[src/rtl/count_packetizer.sv]
// Snapshots singles/coincidence counts on each integration strobe and streams them out
// as one framed, XOR-checksummed byte sequence over a valid/ready byte interface.
//
// state   | meaning
// --------+------------------------------------------------------------
// S_IDLE  | waiting for integration strobe; strobe here captures counts
// S_SYNC0 | presenting sync byte 0xA5
// S_SYNC1 | presenting sync byte 0x5A
// S_SEQ   | presenting frame sequence number
// S_DROP  | presenting dropped-strobe count latched at capture
// S_WORD  | presenting count words, little-endian, word by word
// S_CHK   | presenting XOR checksum of SEQ, DROP and word bytes
module count_packetizer #(
   parameter int NUM_INPUTS      = 10,
   parameter int NUM_CORRELATORS = NUM_INPUTS * (NUM_INPUTS - 1) / 2,
   parameter int RESOLUTION      = 20,
   parameter int BYTES_PER_WORD  = (RESOLUTION + 7) / 8
) (
   input  logic                                  clk,
   input  logic                                  nrst,
   input  logic                                  integration_clk_pulse,
   input  logic [NUM_INPUTS*RESOLUTION-1:0]      singles_in,
   input  logic [NUM_CORRELATORS*RESOLUTION-1:0] coinc_in,
   output logic [7:0]                            tx_data,
   output logic                                  tx_valid,
   input  logic                                  tx_ready,
   output logic                                  busy,
   output logic                                  overrun
);

   localparam int NUM_WORDS = NUM_INPUTS + NUM_CORRELATORS;
   localparam int WIDX_W    = $clog2(NUM_WORDS + 1);
   localparam int BIDX_W    = $clog2(BYTES_PER_WORD + 1);
   localparam logic [WIDX_W-1:0] LAST_WORD = WIDX_W'(NUM_WORDS - 1);
   localparam logic [BIDX_W-1:0] LAST_BYTE = BIDX_W'(BYTES_PER_WORD - 1);

   typedef enum logic [2:0] {
      S_IDLE,
      S_SYNC0,
      S_SYNC1,
      S_SEQ,
      S_DROP,
      S_WORD,
      S_CHK
   } state_t;

   state_t                state_q;
   logic [RESOLUTION-1:0] snap_q [NUM_WORDS];
   logic [WIDX_W-1:0]     widx_q;
   logic [BIDX_W-1:0]     bidx_q;
   logic [7:0]            seq_q;
   logic [7:0]            drop_cnt_q;
   logic [7:0]            drop_lat_q;
   logic [7:0]            chk_q;
   logic [7:0]            tx_data_q;
   logic                  tx_valid_q;
   logic                  overrun_q;

   logic                        hs_d;
   logic                        last_byte_d;
   logic [WIDX_W-1:0]           widx_d;
   logic [BIDX_W-1:0]           bidx_d;
   logic [WIDX_W-1:0]           sel_w_d;
   logic [BIDX_W-1:0]           sel_b_d;
   logic [BYTES_PER_WORD*8-1:0] word_pad_d;
   logic [7:0]                  next_byte_d;

   // next_byte_d is the byte to present after the current handshake: word 0 byte 0
   // when leaving DROP, otherwise the successor of the current word/byte position.
   always_comb begin
      hs_d        = tx_valid_q && tx_ready;
      last_byte_d = (widx_q == LAST_WORD) && (bidx_q == LAST_BYTE);
      widx_d      = widx_q;
      bidx_d      = bidx_q + 1'b1;
      if (bidx_q == LAST_BYTE) begin
         widx_d = widx_q + 1'b1;
         bidx_d = '0;
      end
      sel_w_d = '0;
      sel_b_d = '0;
      if (state_q == S_WORD && !last_byte_d) begin
         sel_w_d = widx_d;
         sel_b_d = bidx_d;
      end
      word_pad_d                   = '0;
      word_pad_d[RESOLUTION-1:0]   = snap_q[sel_w_d];
      next_byte_d                  = 8'(word_pad_d >> {sel_b_d, 3'b000});
   end

   always_ff @(posedge clk or negedge nrst) begin
      if (!nrst) begin
         state_q    <= S_IDLE;
         widx_q     <= '0;
         bidx_q     <= '0;
         seq_q      <= 8'h00;
         drop_cnt_q <= 8'h00;
         drop_lat_q <= 8'h00;
         chk_q      <= 8'h00;
         tx_data_q  <= 8'h00;
         tx_valid_q <= 1'b0;
         overrun_q  <= 1'b0;
         for (int k = 0; k < NUM_WORDS; k++) snap_q[k] <= '0;
      end else begin
         overrun_q <= 1'b0;
         if (integration_clk_pulse && state_q != S_IDLE) begin
            overrun_q <= 1'b1;
            if (drop_cnt_q != 8'hFF) drop_cnt_q <= drop_cnt_q + 8'd1;
         end
         case (state_q)
            S_IDLE: begin
               if (integration_clk_pulse) begin
                  for (int k = 0; k < NUM_INPUTS; k++)
                     snap_q[k] <= singles_in[k*RESOLUTION +: RESOLUTION];
                  for (int k = 0; k < NUM_CORRELATORS; k++)
                     snap_q[NUM_INPUTS+k] <= coinc_in[k*RESOLUTION +: RESOLUTION];
                  drop_lat_q <= drop_cnt_q;
                  drop_cnt_q <= 8'h00;
                  chk_q      <= 8'h00;
                  widx_q     <= '0;
                  bidx_q     <= '0;
                  tx_data_q  <= 8'hA5;
                  tx_valid_q <= 1'b1;
                  state_q    <= S_SYNC0;
               end
            end
            S_SYNC0: begin
               if (hs_d) begin
                  tx_data_q <= 8'h5A;
                  state_q   <= S_SYNC1;
               end
            end
            S_SYNC1: begin
               if (hs_d) begin
                  tx_data_q <= seq_q;
                  state_q   <= S_SEQ;
               end
            end
            S_SEQ: begin
               if (hs_d) begin
                  chk_q     <= chk_q ^ tx_data_q;
                  tx_data_q <= drop_lat_q;
                  state_q   <= S_DROP;
               end
            end
            S_DROP: begin
               if (hs_d) begin
                  chk_q     <= chk_q ^ tx_data_q;
                  tx_data_q <= next_byte_d;
                  state_q   <= S_WORD;
               end
            end
            S_WORD: begin
               if (hs_d) begin
                  chk_q <= chk_q ^ tx_data_q;
                  if (last_byte_d) begin
                     tx_data_q <= chk_q ^ tx_data_q;
                     state_q   <= S_CHK;
                  end else begin
                     widx_q    <= widx_d;
                     bidx_q    <= bidx_d;
                     tx_data_q <= next_byte_d;
                  end
               end
            end
            S_CHK: begin
               if (hs_d) begin
                  tx_valid_q <= 1'b0;
                  tx_data_q  <= 8'h00;
                  seq_q      <= seq_q + 8'd1;
                  state_q    <= S_IDLE;
               end
            end
            default: begin
               tx_valid_q <= 1'b0;
               state_q    <= S_IDLE;
            end
         endcase
      end
   end

   assign tx_data  = tx_data_q;
   assign tx_valid = tx_valid_q;
   assign busy     = (state_q != S_IDLE);
   assign overrun  = overrun_q;

endmodule

[config.mk]
export PLATFORM = sky130hd
export DESIGN_NAME = count_packetizer
export DESIGN_NICKNAME = d
export VERILOG_FILES = /design/src/rtl/count_packetizer.sv
export SDC_FILE = /design/constraint.sdc
export NUM_CORES = 2
export LEC_CHECK = 0
export ABC_AREA = 1
export CAP_MARGIN = 20
export CORE_AREA = 2 2 435 437
export CTS_CLUSTER_SIZE = 30
export DETAILED_ROUTE_END_ITERATION = 6
export DIE_AREA = 0 0 437 439
export PLACE_DENSITY = 0.51
export SYNTH_ARGS = -nofsm -noshare
export SYNTH_HDL_FRONTEND = slang
export SYNTH_SLANG_ARGS = --single-unit
export TNS_END_PERCENT = 10
[constraint.sdc]
create_clock -name clk -period 2.3 [get_ports clk]
set_input_delay 0.69 -clock clk [delete_from_list [all_inputs] [get_ports clk]]
set_output_delay 0.69 -clock clk [all_outputs]
set_load 0.01 [all_outputs]
### Word level (Yosys, flattened, before mapping)

Index checks and enable logic that the tools add are counted.

* equal/unequal tests: 19
* reduce and logical (&&, ||, !) cells: 19
* bitwise gates (word level): 3
* shift operators: 1
* $add $sub $neg: 4
* order comparisons: 1
* mux-type cells: 44

Operator list (count)
* $bmux 20 s6: 1
* $mux 8: 14
* $pmux 8 s7: 1
* $mux 20: 2
* $mux 6: 5
* $mux 3: 8
* $pmux 3 s7: 1
* $shr 20x5->8: 1
* $ne 2x2->1 const B: 9
* $add 8x1->8 const B: 2
* $pmux 8 s2: 1
* $reduce_and 8->1: 2
* $pmux 6 s2: 1
* $mux 2: 5
* $eq 3x3->1 const B: 3
* $ne 8x8->1 const B: 1
* $xor 8x8->8: 1
* $ge 7x7->1 const B: 1
* $not 6->7: 1
* $reduce_bool 7->1: 1
* $add 6x1->6 const B: 1
* $eq 3x2->1 const B: 2
* $eq 6x6->1 const B: 1
* $reduce_and 3->1: 2
* 17 further kinds: 24

* input port bits: 1104
* flip-flop bits (word level): 1153
* word-level logic and storage cells: 156

### Depth between registers and ports, before layout

* depth in word-level cells: 13
* depth in mapped cells: 22
* mapped depth without buffers: 21

### Worst setup path before layout

Ideal clock, no wire load.

* kind: register to register
* start point: register widx_q[0]
* end point: register tx_data_q[5] (netlist: tx_data[5])
* required time: 2176 ps
* clock period less this slack: 2357 ps
* path slack: -57 ps
* setup time: 124 ps
* cell stages (with the launch flop): 20
* arrival time: 2233 ps
* buffers on the path: 2
* cell sequence: dfrtp_1 > inv_1 > ha_1 > nand2_1 > nor2_1 > nand2_2 > nand2_4 > nor2_4 > inv_4 > buf_2 > buf_2 > o211ai_1 > nand3_1 > nand3_1 > nand3_1 > nand3_1 > nand3_1 > nand2_1 > a21oi_1 > a21oi_1

* word-level cells in the longest chain between the ends: 13

RTL lines
* from (decl): RTL line 49 `logic [WIDX_W-1:0] widx_q;`
* from (signal assigned): RTL line 159 `widx_q <= widx_d;`
* branches (longest 12 deep; another with $add 6x1->6)
* $pmux 8 s7 (*): RTL line 109 `case (state_q)`
* to (signal assigned): RTL line 148 `tx_data_q <= next_byte_d;`
* to (signal assigned): RTL line 156 `tx_data_q <= chk_q ^ tx_data_q;`
* to (signal assigned): RTL line 161 `tx_data_q <= next_byte_d;`
* to (decl): RTL line 55 `logic [7:0] tx_data_q;`

Mark *: on every way between the ends. The select of a mux whose other input is x is not followed.
A chain may end at the register's enable or synchronous reset.

### Worst setup path after layout

* start point: register widx_q[0]
* end point: register tx_data_q[0] (netlist: tx_data[0])

The elaborated chain is that of the path after synthesis.

==> metrics.md <==
| Metric | Value |
|---|---|
| Top Usage Layer GRT | met2 |
| Total congestion overflow | 0 |
| Largest net degree at the start of global routing | 85 |
| Gr usage total | between 20% and 30% |
| Final nets | 9517 |
| Clk_skew | 0.0228 ns |
| PortBufs | 1114 |
| Met1 usage | a little over a third |
| Htree depth | 4 |
| Max-Cap Viols | 0 |
| RSZ-0062 raised after global routing | yes |
| M3 GR Usage | 4.23% |
| Core box area | 0.187 mm² |
| Final HPWL DP | 207000 µm |
| Synthesis Warnings | 0 |
| Mapped Nets | 8153 |
| Vias | ~54k |
| Vias per cell | 4.93 |
| Pre-antenna DRT Iters | 6 |
| GR Util met2 | 44.2% |
| Crit-path max FO | 15 |
| Routed Antenna Nets | 0 |
| Post-Syn Area | roughly 0.054 mm² |
| Crit Path Class | reg2reg |
| Layout area overhead | 45.6% |
| Setup WS post-layout | -0.762 ns |
| Die Width | 437 µm |
| Sequential share of the synthesized area | ~53% |
| Endpoints failing setup | 10 |
| Crit path time final | slightly above 3 ns |
| Commonest non-fill, non-tap cell in the layout | nand2_1 |
| Clock slew at reported path FFs | 0.06 ns |
| Vias in the first global route | 54.5k |
| Critical Path AT | 3.77 ns |
| Synth Register Bits | 1153 |
| Routed WL | ~270000 µm |
| CTS tree | done |
| Placer congestion estimate | 0.924 |
| Synth cell types | 41 |
| Reg2Reg Launch Point | widx_q[0]$_DFFE_PN0P_ |
| Violated checks | setup timing |
| Crit path launch type | flip-flop |
| Post-Place Cells | 10.7k |
| Final Non-Filler Cells | 11.0k |
| Die Y | 439 µm |
| Syn avg cell area | 7.73 µm² |
| DRC viols | 0 |
| Max frequency | 327 MHz |
| Leakage | 37.7 nW |
| Power per cell area | 1120 mW/mm² |
| DR iter-0 viols | 5031 |
| Final worst-path cycle share | 133% |
| WL/cell | ~24 µm |
| Pins Over Slew Limit | 0 |
| Mapped Cells | around 7k |
| Clk sinks | about 1.2k |
| Final Hold Fails | 0 |
| FP Rows | 159 |
| Layout cells sized above 1 | between 10% and 20% |
| Crit path required time | 3.01 ns |
| Slew headroom | 55.6% |
| Status | complete, but fails checks |
| Clk root buf | clkbuf_16 |
| Worst Tran Pin Value | 0.649 ns |
| First-pass GRT wire length | 382000 µm |
| Initial Util | 29.1% |
| Antenna violations before repair | 25 |
| Hold Crit Class | in2async |
| Setup crit end kind | flip-flop |
| Most frequent cells in the layout | 3070 x nand2_1, 1150 x dfrtp_1, 1102 x clkdlybuf4s50_1 |
| Total die area | 0.192 mm² |
| Peak VDD IR | 0.000527 V |
| TritonCTS Buffers | 140 |
| Worst-skew pair later-pin latency | 0.80 ns |
| Setup crit start | widx_q[0]$_DFFE_PN0P_ |
| Ports | 1115 |
| Clk buf depth | 3 |
| Post-Place Setup Slack | -1.30 ns |
-- layout make-up --
| type | instances | area [µm²] |
|---|---|---|
| fillers | 18800 | 108000 |
| flip-flops and latches | 1153 | 28900 |
| multi-input cells | 4906 | 22400 |
| repair buffers | 1708 | 18300 |
| clock buffers | 209 | 4220 |
| well taps | 2495 | 3120 |
| inverters | 500 | 1900 |
| clock inverters | 39 | 541 |
| diodes | 13 | 32.5 |
-- where the power goes --
group	internal, W	total [W]	switching (W)
Sequential	0.0299	0.0350	0.00513
Clock	0.0137	0.0232	0.00942
Combinational	0.0119	0.0305	0.0186
-- final timing paths --
check / to / slack, ns / cells past startpoint
hold reg to reg: snap_q[671]$_DFFE_PN0P_ / 0.47 / 2
setup / recovery: tx_data[0]$_DFFE_PN0P_ / -0.76 / 19
setup reg to reg: tx_data[0]$_DFFE_PN0P_ / -0.76 / 19
max in group asynchronous: snap_q[1098]$_DFFE_PN0P_ / 0.95 / 4
hold / removal: snap_q[280]$_DFFE_PN0P_ / 0.40 / 2
min in group clk: snap_q[656]$_DFFE_PN0P_ / 0.43 / 3
-- critical path: stages, from the launching register on --
cell       delay, ns
dfrtp_1         0.39
buf_4           0.15
ha_2            0.18
nand4_1         0.12
nand2_2         0.09
nor2_4          0.23
buf_8           0.19
bufbuf_16       0.31
o211ai_1        0.12
nand3_1         0.14
nand3_1         0.20
nand2_1         0.12
inv_1           0.07
nand2_4         0.12
nand2_1         0.07
nand2_1         0.10
nand3_4         0.11
nor2_1          0.11
nor2_1          0.05
a21oi_1         0.11
-- cells by family (layout without fill, tap and decap cells) --
logic type	count (synthesis)	after routing	synth area share, %
and+or+nand+nor	3809	3809	27.9
DFF	1153	1153	53.0
AOI/OAI and AO/OA	1070	1070	11.2
buffers and inverters	986	2456	7.47
xor gates and xnor gates	22	22	0.354
adders and majority gates	4	4	0.0919
muxes	1	1	0.0207
other	0	13	0
-- metal layers --
metal  vias up  part of all wire (%)  wire [µm]
met3       451                   5.8      15500
met2      2200                    47     126000
li1      25300                     -          -
met5         -                 0.024         65
met1     26400                    42     111000
met4        12                   5.4      14500
-- per-stage QoR --
step                      setup TNS (ns)  util [%]  instance area (µm²)  power, W  hold slack [ns]
after floorplan                        0         -                54500    0.0500            0.394
after global placement           -143.21      38.7                72400    0.0648            0.451
after detailed placement         -165.03      38.7                72400    0.0652            0.454
after CTS                          -6.50      42.2                78900    0.0890            0.376
after global routing               -7.53      42.4                79300    0.0946            0.392
final                              -5.89      42.4                79300    0.0887            0.405
-- synth_stat cells (all sizes together) --
master,instances,area (µm²)
a2111oi,1,8.76
a211oi,1,7.51
a21oi,141,706
a22oi,6,45.0
a31oi,4,25.0
a32o,1,10.0
and2,1,6.26
buf,211,1160
clkbuf,275,1030
clkinv,1,3.75
dfrtp,1153,28900
ha,4,50.1
inv,499,1880
mux2,1,11.3
nand2,3095,11600
nand3,649,3250
nand4,8,65.1
nor2,44,198
nor3,10,55.1
nor4,1,6.26
o211ai,220,1660
o21ai,646,3230
o221ai,28,245
o22ai,22,138
or2,1,6.26
xnor2,9,78.8
xor2,13,114
-- registers in the layout (all words and copies together) (netlist names), named ones only --
name	flops
snap_q	1100
chk_q	8
drop_lat_q	8
seq_q	8
tx_data	8
widx_q	6
state_q	3
bidx_q	2
overrun	1
tx_valid	1
-- what timing repair did --
item | in CTS | in global routing
buffers inserted | 36 | 7
gates cloned | 15 | 3
hold endpoints to repair | 20 | 0
resized for setup | 226 | 57
hold buffers | 1 | 0
pin swaps | 58 | 39
setup endpoints to repair | 19 | 12
Power figures use the tool's default switching activity.
